$ cat src/rtl/serv_mtimer_pkg.sv
// Register map, reset constants and bus-FSM states for the machine timer.
// Shared by the RTL, the bench and the software headers.
package serv_mtimer_pkg;

  localparam logic [1:0] MTIME_LO    = 2'd0;
  localparam logic [1:0] MTIME_HI    = 2'd1;
  localparam logic [1:0] MTIMECMP_LO = 2'd2;
  localparam logic [1:0] MTIMECMP_HI = 2'd3;

  localparam logic [63:0] MTIMECMP_RST = 64'hFFFF_FFFF_FFFF_FFFF;

  typedef enum logic {
    ST_IDLE = 1'b0,
    ST_ACK  = 1'b1
  } bus_state_t;

  // Replace only the bytes of old_w whose enable bit is set.
  function automatic logic [31:0] byte_merge(input logic [31:0] old_w,
                                             input logic [31:0] dat,
                                             input logic [3:0]  sel);
    logic [31:0] res;
    res = old_w;
    for (int i = 0; i < 4; i++) begin
      if (sel[i]) res[8*i +: 8] = dat[8*i +: 8];
    end
    return res;
  endfunction

endpackage

$ cat src/rtl/serv_mtimer_prescaler.sv
// Divides i_clk down to a one-cycle o_tick every PRESCALE cycles (combinational from the count).
// No backpressure; the count free-runs and is only cleared by reset.
module serv_mtimer_prescaler #(
  parameter int PRESCALE = 1
) (
  input  logic i_clk,
  input  logic i_rst,
  output logic o_tick
);

  localparam int CW = (PRESCALE > 1) ? $clog2(PRESCALE) : 1;

  logic [CW-1:0] count_q;
  logic [CW-1:0] count_d;

  assign o_tick = (PRESCALE <= 1) || (count_q == CW'(PRESCALE - 1));

  always_comb begin
    count_d = o_tick ? '0 : count_q + 1'b1;
    if (i_rst) count_d = '0;
  end

  always_ff @(posedge i_clk) begin
    count_q <= count_d;
  end

endmodule

$ cat src/rtl/serv_mtimer.sv
// Machine timer: 64-bit mtime/mtimecmp over a Wishbone-classic slave, level interrupt o_mtip.
// Ack one cycle after request, never back-to-back; o_mtip lags the compare by one cycle.
module serv_mtimer
  import serv_mtimer_pkg::*;
#(
  parameter int PRESCALE       = 1,
  parameter     RESET_STRATEGY = "MINI"
) (
  input  logic        i_clk,
  input  logic        i_rst,
  input  logic [1:0]  i_wb_adr,
  input  logic [31:0] i_wb_dat,
  input  logic [3:0]  i_wb_sel,
  input  logic        i_wb_we,
  input  logic        i_wb_cyc,
  input  logic        i_wb_stb,
  output logic [31:0] o_wb_rdt,
  output logic        o_wb_ack,
  output logic        o_mtip
);

  localparam bit RST_EN = (RESET_STRATEGY != "NONE");

  logic       rst;
  logic       tick;
  logic       req;
  logic       wr;
  logic       rd;

  bus_state_t  state_q,  state_d;
  logic [63:0] mtime_q,  mtime_d;
  logic [63:0] cmp_q,    cmp_d;
  logic [31:0] shadow_q, shadow_d;
  logic [31:0] rdt_q,    rdt_d;
  logic        mtip_q,   mtip_d;

  assign rst = RST_EN && i_rst;

  serv_mtimer_prescaler #(
    .PRESCALE (PRESCALE)
  ) u_prescaler (
    .i_clk  (i_clk),
    .i_rst  (rst),
    .o_tick (tick)
  );

  assign req = i_wb_cyc & i_wb_stb & (state_q == ST_IDLE);
  assign wr  = req & i_wb_we;
  assign rd  = req & ~i_wb_we;

  always_comb begin
    state_d  = state_q;
    mtime_d  = mtime_q;
    cmp_d    = cmp_q;
    shadow_d = shadow_q;
    rdt_d    = rdt_q;
    mtip_d   = (mtime_q >= cmp_q);

    case (state_q)
      ST_IDLE: if (req) state_d = ST_ACK;
      ST_ACK:  state_d = ST_IDLE;
      default: state_d = ST_IDLE;
    endcase

    if (tick) mtime_d = mtime_q + 64'd1;

    // A write to either mtime word overrides the whole increment, carry included.
    if (wr) begin
      case (i_wb_adr)
        MTIME_LO:    mtime_d = {mtime_q[63:32], byte_merge(mtime_q[31:0], i_wb_dat, i_wb_sel)};
        MTIME_HI:    mtime_d = {byte_merge(mtime_q[63:32], i_wb_dat, i_wb_sel), mtime_q[31:0]};
        MTIMECMP_LO: cmp_d   = {cmp_q[63:32], byte_merge(cmp_q[31:0], i_wb_dat, i_wb_sel)};
        MTIMECMP_HI: cmp_d   = {byte_merge(cmp_q[63:32], i_wb_dat, i_wb_sel), cmp_q[31:0]};
        default:     ;
      endcase
    end

    if (rd && (i_wb_adr == MTIME_LO)) shadow_d = mtime_q[63:32];

    if (req) begin
      case (i_wb_adr)
        MTIME_LO:    rdt_d = mtime_q[31:0];
        MTIME_HI:    rdt_d = shadow_q;
        MTIMECMP_LO: rdt_d = cmp_q[31:0];
        MTIMECMP_HI: rdt_d = cmp_q[63:32];
        default:     rdt_d = rdt_q;
      endcase
    end

    if (rst) begin
      state_d  = ST_IDLE;
      mtime_d  = '0;
      cmp_d    = MTIMECMP_RST;
      shadow_d = '0;
      rdt_d    = '0;
      mtip_d   = 1'b0;
    end
  end

  always_ff @(posedge i_clk) begin
    state_q  <= state_d;
    mtime_q  <= mtime_d;
    cmp_q    <= cmp_d;
    shadow_q <= shadow_d;
    rdt_q    <= rdt_d;
    mtip_q   <= mtip_d;
  end

  assign o_wb_ack = (state_q == ST_ACK);
  assign o_wb_rdt = rdt_q;
  assign o_mtip   = mtip_q;

endmodule

$ cat config.mk
export PLATFORM = sky130hd
export DESIGN_NAME = serv_mtimer
export DESIGN_NICKNAME = d
export VERILOG_FILES = /design/src/rtl/serv_mtimer_pkg.sv /design/src/rtl/serv_mtimer_prescaler.sv /design/src/rtl/serv_mtimer.sv
export SDC_FILE = /design/constraint.sdc
export NUM_CORES = 1
export LEC_CHECK = 0
export BUFFER_PORTS_ARGS = -buffer_cell sky130_fd_sc_hd__clkbuf_2
export CAP_MARGIN = 5
export CORE_ASPECT_RATIO = 2
export CORE_MARGIN = 3
export CORE_UTILIZATION = 60
export DETAILED_ROUTE_END_ITERATION = 12
export GPL_TIMING_DRIVEN = 0
export PLACE_DENSITY = 0.79
export SLEW_MARGIN = 5
export SYNTH_ARGS = -nofsm -noshare
export SYNTH_HDL_FRONTEND = slang
export SYNTH_HIERARCHICAL = 1
export SYNTH_SLANG_ARGS = --single-unit
$ cat constraint.sdc
create_clock -name i_clk -period 2.7 [get_ports i_clk]
set_clock_uncertainty 0.05 [all_clocks]
set_input_delay 0.405 -clock i_clk [delete_from_list [all_inputs] [get_ports i_clk]]
set_output_delay 0.405 -clock i_clk [all_outputs]
set_load 0.005 [all_outputs]
# After elaboration in Yosys (flattened, before gate mapping)
# Index checks and enable logic that the tools add are counted.
dict set report totals {
  register_bits 194
  latchBits 0
  n_memories 0
  ramBits 0
  word_cells 71
  romBits 0
}
dict set report op_classes {
  n_mux 10
  mul 0
  n_reduce_logical 18
  n_div 0
  n_shift 0
  n_lt_le_gt_ge 1
  n_addsub 1
  eq_ne 13
  n_bitwise 8
}
# cell count
set op_table {}
lappend op_table {{case mux 64 bit (2 select lines)} 2}
lappend op_table {{case mux 32 bit (4 select lines)} 1}
lappend op_table {{adder 64 x 1 -> 64 bit (second input constant)} 1}
lappend op_table {{greater-or-equal comparator 64 bit} 1}
lappend op_table {{2-to-1 mux 64 bit} 1}
lappend op_table {{2-to-1 mux 8 bit} 4}
lappend op_table {{AND reduction 4 bit} 8}
lappend op_table {{!= test 3 bit (second input constant)} 8}
lappend op_table {{AND reduction 2 bit} 8}
lappend op_table {{bitwise AND 1 bit} 4}
lappend op_table {{equality test 2 bit (second input constant)} 2}
lappend op_table {{!= test 2 bit (second input constant)} 2}
lappend op_table {{NOT 1 bit} 4}
lappend op_table {{equality test 2 x 1 -> 1 bit (second input constant)} 1}
lappend op_table {{logical NOT 2 bit} 1}
lappend op_table {{case mux 1 bit (2 select lines)} 1}
lappend op_table {{logical AND 1 bit} 1}
lappend op_table {{2-to-1 mux 1 bit} 1}

# Logic depth before layout (Yosys ltp)
dict set report logic_depth {
  word_depth 5
  depth_mapped 9
  mapped_depth_nobuf 8
}

# Modules after synthesis
# Netlist, hierarchy kept.
# mod n_inst area_per_inst_um2 seq_area_each_um2 cells_per_inst
set by_module_without_submodules {}
lappend by_module_without_submodules {serv_mtimer 1 10826.6 3883.7 1301}
lappend by_module_without_submodules {serv_mtimer_prescaler 1 11.3 0.0 2}

# Least setup slack after synthesis
# No wires, ideal clock.
dict set report synth_timing {
  kind {reg-to-reg}
  start {reg mtime_q[0]}
  end {reg mtime_q[42]}
  t_arrival_ns 2.093
  slack_ns 0.442
  setup_time_ns 0.115
  stages_incl_launch_ff 9
  path_cell_list {dfxtp_1 -> ha_1 -> and3_1 -> nand4_1 -> nor4_4 -> buf_2 -> nand4_1 -> xnor2_1 -> o21a_1}
}
dict set report synth_via {
  elab_chain_cells 3
}
# element line_no
set synth_lines {}
lappend synth_lines {{start, declared} serv_mtimer.sv:31} ;# logic [63:0] mtime_q, mtime_d;
lappend synth_lines {{start signal, assigned} serv_mtimer.sv:102} ;# mtime_q <= mtime_d;
lappend synth_lines {{adder 64 x 1 -> 64 bit (*)} serv_mtimer.sv:65} ;# if (tick) mtime_d = mtime_q + 64'd1;
lappend synth_lines {{case mux 64 bit (2 select lines)} serv_mtimer.sv:69} ;# case (i_wb_adr)
lappend synth_lines {{2-to-1 mux 64 bit (*)} serv_mtimer.sv:68} ;# if (wr) begin
# Every way passes the cells marked *; elsewhere a longest branch is shown, timed or not.
# A chain may end at the register's enable or synchronous reset.

# Final worst setup path
dict set report layout_timing {
  start {reg mtime_q[61]}
  end {reg mtip_q, in the netlist o_mtip}
}
dict set report layout_via {
  elab_chain_cells 1
}
# element line_no
set layout_lines {}
lappend layout_lines {{greater-or-equal comparator 64 bit} serv_mtimer.sv:57} ;# mtip_d = (mtime_q >= cmp_q);
lappend layout_lines {{end signal, assigned} serv_mtimer.sv:106} ;# mtip_q <= mtip_d;
lappend layout_lines {{end, declared} serv_mtimer.sv:35} ;# logic mtip_q, mtip_d;
# No other way between the ends.

==> metrics.txt <==
Final Hold Fails 0; Seq pwr share 0.482; core footprint 17,530 sq um; Syn Area/Cell 8.318 sq um; Worst R2R Setup Slack -0.003 ns; Initial Util 0.6184; clk_lat worst skew 0.44 ns; RD Place Congestion 1.014; met1 usage 0.4446; vias per std cell 6.738; critical path class flop to flop; crit path to o_mtip$_SDFF_PP0_; Root Driver clkbuf_16; crit path capture type flop; Critical Path Slowest Stage Cell nor4_2; total chip power 6144 uW; Post-Route WL 40.18 mm; Max Cap Viol 0; Clock Sinks 194; final setup vio count 1; largest net degree at the start of global routing 18; fin. max-slew vios 0; status finished with violations; vias in the first global route 10,867; synth cell count leaders nand2_1 (243), dfxtp_1 (194), a21oi_1 (132); initial antenna violation count 0; Reg area 3900 sq um; Syn Nets 1,411; failing checks setup timing; TritonCTS clock tree yes; Worst Hold Class input port to flop; share of layout cells above drive strength 1 0.1467; CP required 3.02 ns; share of the synthesized area in the top cell type 0.3583; sequential share of the synthesized area 0.3583; Post-synth EDFFs 0; post-DP HPWL 30.24 mm; clock power share 0.432; Slowest Stage Delay on Critical Path 0.58 ns; met3 Resource Use GR 0.06975; Area contributors post-synth dfxtp_1 (36%), nand2_1 (8.4%), ha_1 (7.5%); hold_buf cts 0; IO Port Bufs 75; worst slew pin tran 0.9644 ns; post-synth cell types 67; post-synthesis register bit count 194; maximum clock rate 370.0 MHz; crit path launch mtime_q[61]$_SDFFE_PP0P_; most frequent cell after synthesis nand2_1; via count 10,970; Area growth syn-to-layout 13.48%; Site Rows 68; post-layout min period 2.703 ns; drt drc 0; Antenna Cells 0; final worst setup slack -0.002870 ns; Synth Flop Type dfxtp_1; die area 19,810 sq um; initial drt markers 967; total grt overflow 0; Global Route Usage Sum 0.4138; Crit Reg-Reg Endpoint o_mtip$_SDFF_PP0_; M2 GR Usage 0.6870; WP data arrival 3.03 ns; Worst Path Max Fanout 8; CTS buffer count 17; TritonRoute pass-1 iters 5; worst-path cell chain ha_1, nand4_1, nor4_2, nand3_1, a2111oi_0, or3_1; VDD IR max 0.4377 mV; switching fraction of total power 0.2660; first-pass GRT wire length 61.50 mm; most used routing layer met2; Die W 101.0 um; post-route antenna net violation count 0; leakage 0.005192 uW; clock tree buffer depth 2; final net count 1,513; Post-Syn Instances 1,303; FILL cells 1,528; Sw Pwr 1634 uW; multi-input logic area 6456 sq um; max_slew headroom 0.3571; IO Count 77; worst r2r src mtime_q[61]$_SDFFE_PP0P_; R2R depth 6; Worst Setup Start Kind flop; post-DR wirelength/cell 24.68 um; ys async rst share 0; logic gate share of total power 0.086; H-Tree Depth 4; leading area contributor after synthesis dfxtp_1; worst slack, placed -0.6871 ns; Pint 4510 uW; clock-pin transition on the worst setup and hold timing paths 0.08 ns; power per standard cell area 499.6 nW/um^2; Mapped Area 10,840 sq um; Die H 196.1 um; YS warnings 6; fin crit share 1.001
[metal layers]
metal	routed length (um)	share of wire
met5	0	0
met4	4004	0.10
met3	2898	0.072
met2	19770	0.49
met1	13500	0.34
[final cells by class]
type | instances | share of cell area
plain buffers | 80 | 0.02726
clock buffers | 20 | 0.03632
clock inverters | 12 | 0.01200
inverters | 74 | 0.02258
multi-input cells | 950 | 0.5249
flip-flops and latches | 194 | 0.3171
well taps | 210 | 0.02136
repair buffers | 88 | 0.03845
[flip-flops by register name (all words and copies together), names as in the netlist]
name and cells:
shadow_q 32, o_wb_rdt 32, o_wb_ack 1, mtime_q 64
cmp_q 64, o_mtip 1
[through the flow]
step	hold slack [ns]	TNS, ns	util	cell area (sq um)	cells
finish	0.1809	-0.002870	0.7017	12300	1628
CTS	0.1790	0	0.6962	12200	1627
floorplan	0.3831	0	-	10840	1303
detailed placement	0.3933	-58.01	0.6548	11480	1588
global placement	0.3883	-53.64	0.6548	11480	1588
global route	0.2129	-0.006332	0.7017	12300	1628
[timing repair]
item,4_1_cts,5_1_grt
setup buffers,9,4
pin swaps,4,2
gates resized for setup,20,29
setup endpoints to repair,109,47
[power by group through the flow]
stage / Clock [uW] / Combinational, uW / Sequential (uW)
finish: 2650 / 529 / 2960
detailed placement: 0 / 508 / 3030
CTS: 2630 / 512 / 2960
floorplan: 0 / 283 / 3020
global route: 2730 / 561 / 2970
global placement: 0 / 503 / 3030
[logic make-up after synthesis]
family                   share of synthesized area
multiplexers                               0.07804
flip-flops                                  0.3583
AO/OA/AOI/OAI                               0.2031
buffers and inverters                      0.05622
AND/OR/NAND/NOR                             0.2152
XOR/XNOR                                   0.01374
adder cells (fa/ha/maj)                    0.07504
other                                    0.0003460
[cell usage in the layout, fill, tap and decap left out, types with 20 or more instances in the layout]
| cell type | count |
|---|---|
| dfxtp_1 | 181 |
| o211ai_1 | 67 |
| clkbuf_1 | 60 |
| inv_1 | 74 |
| clkbuf_2 | 78 |
| nor3_1 | 20 |
| o21ai_0 | 36 |
| nand2_1 | 243 |
| nand4_1 | 34 |
| a211oi_1 | 21 |
| ha_1 | 65 |
| nor2_1 | 50 |
| mux4_2 | 32 |
| nand3_1 | 30 |
| a21oi_1 | 131 |
[worst max-delay path, delay by kind of cell, from the launching register on]
| family | cells | cell delay [ns] |
|---|---|---|
| adders and majority gates | 1 | 0.37 |
| DFF | 1 | 0.45 |
| and+or+nand+nor | 4 | 1.36 |
| AOI/OAI and AO/OA | 1 | 0.42 |
[worst min path at each step]
stage	start	end	slack, ns	cells after the start
3_3_place_gp	shadow_q[21]$_SDFFE_PP0P_	shadow_q[21]$_SDFFE_PP0P_	0.39	2
5_1_grt	i_wb_dat[5]	cmp_q[5]$_SDFFE_PP1P_	0.21	3
6_report	i_wb_dat[5]	cmp_q[37]$_SDFFE_PP1P_	0.18	3
2_1_floorplan	shadow_q[16]$_SDFFE_PP0P_	shadow_q[16]$_SDFFE_PP0P_	0.38	2
4_1_cts	i_wb_dat[5]	cmp_q[37]$_SDFFE_PP1P_	0.18	3
3_5_place_dp	shadow_q[23]$_SDFFE_PP0P_	shadow_q[23]$_SDFFE_PP0P_	0.39	2
Power figures use the tool's default switching activity.
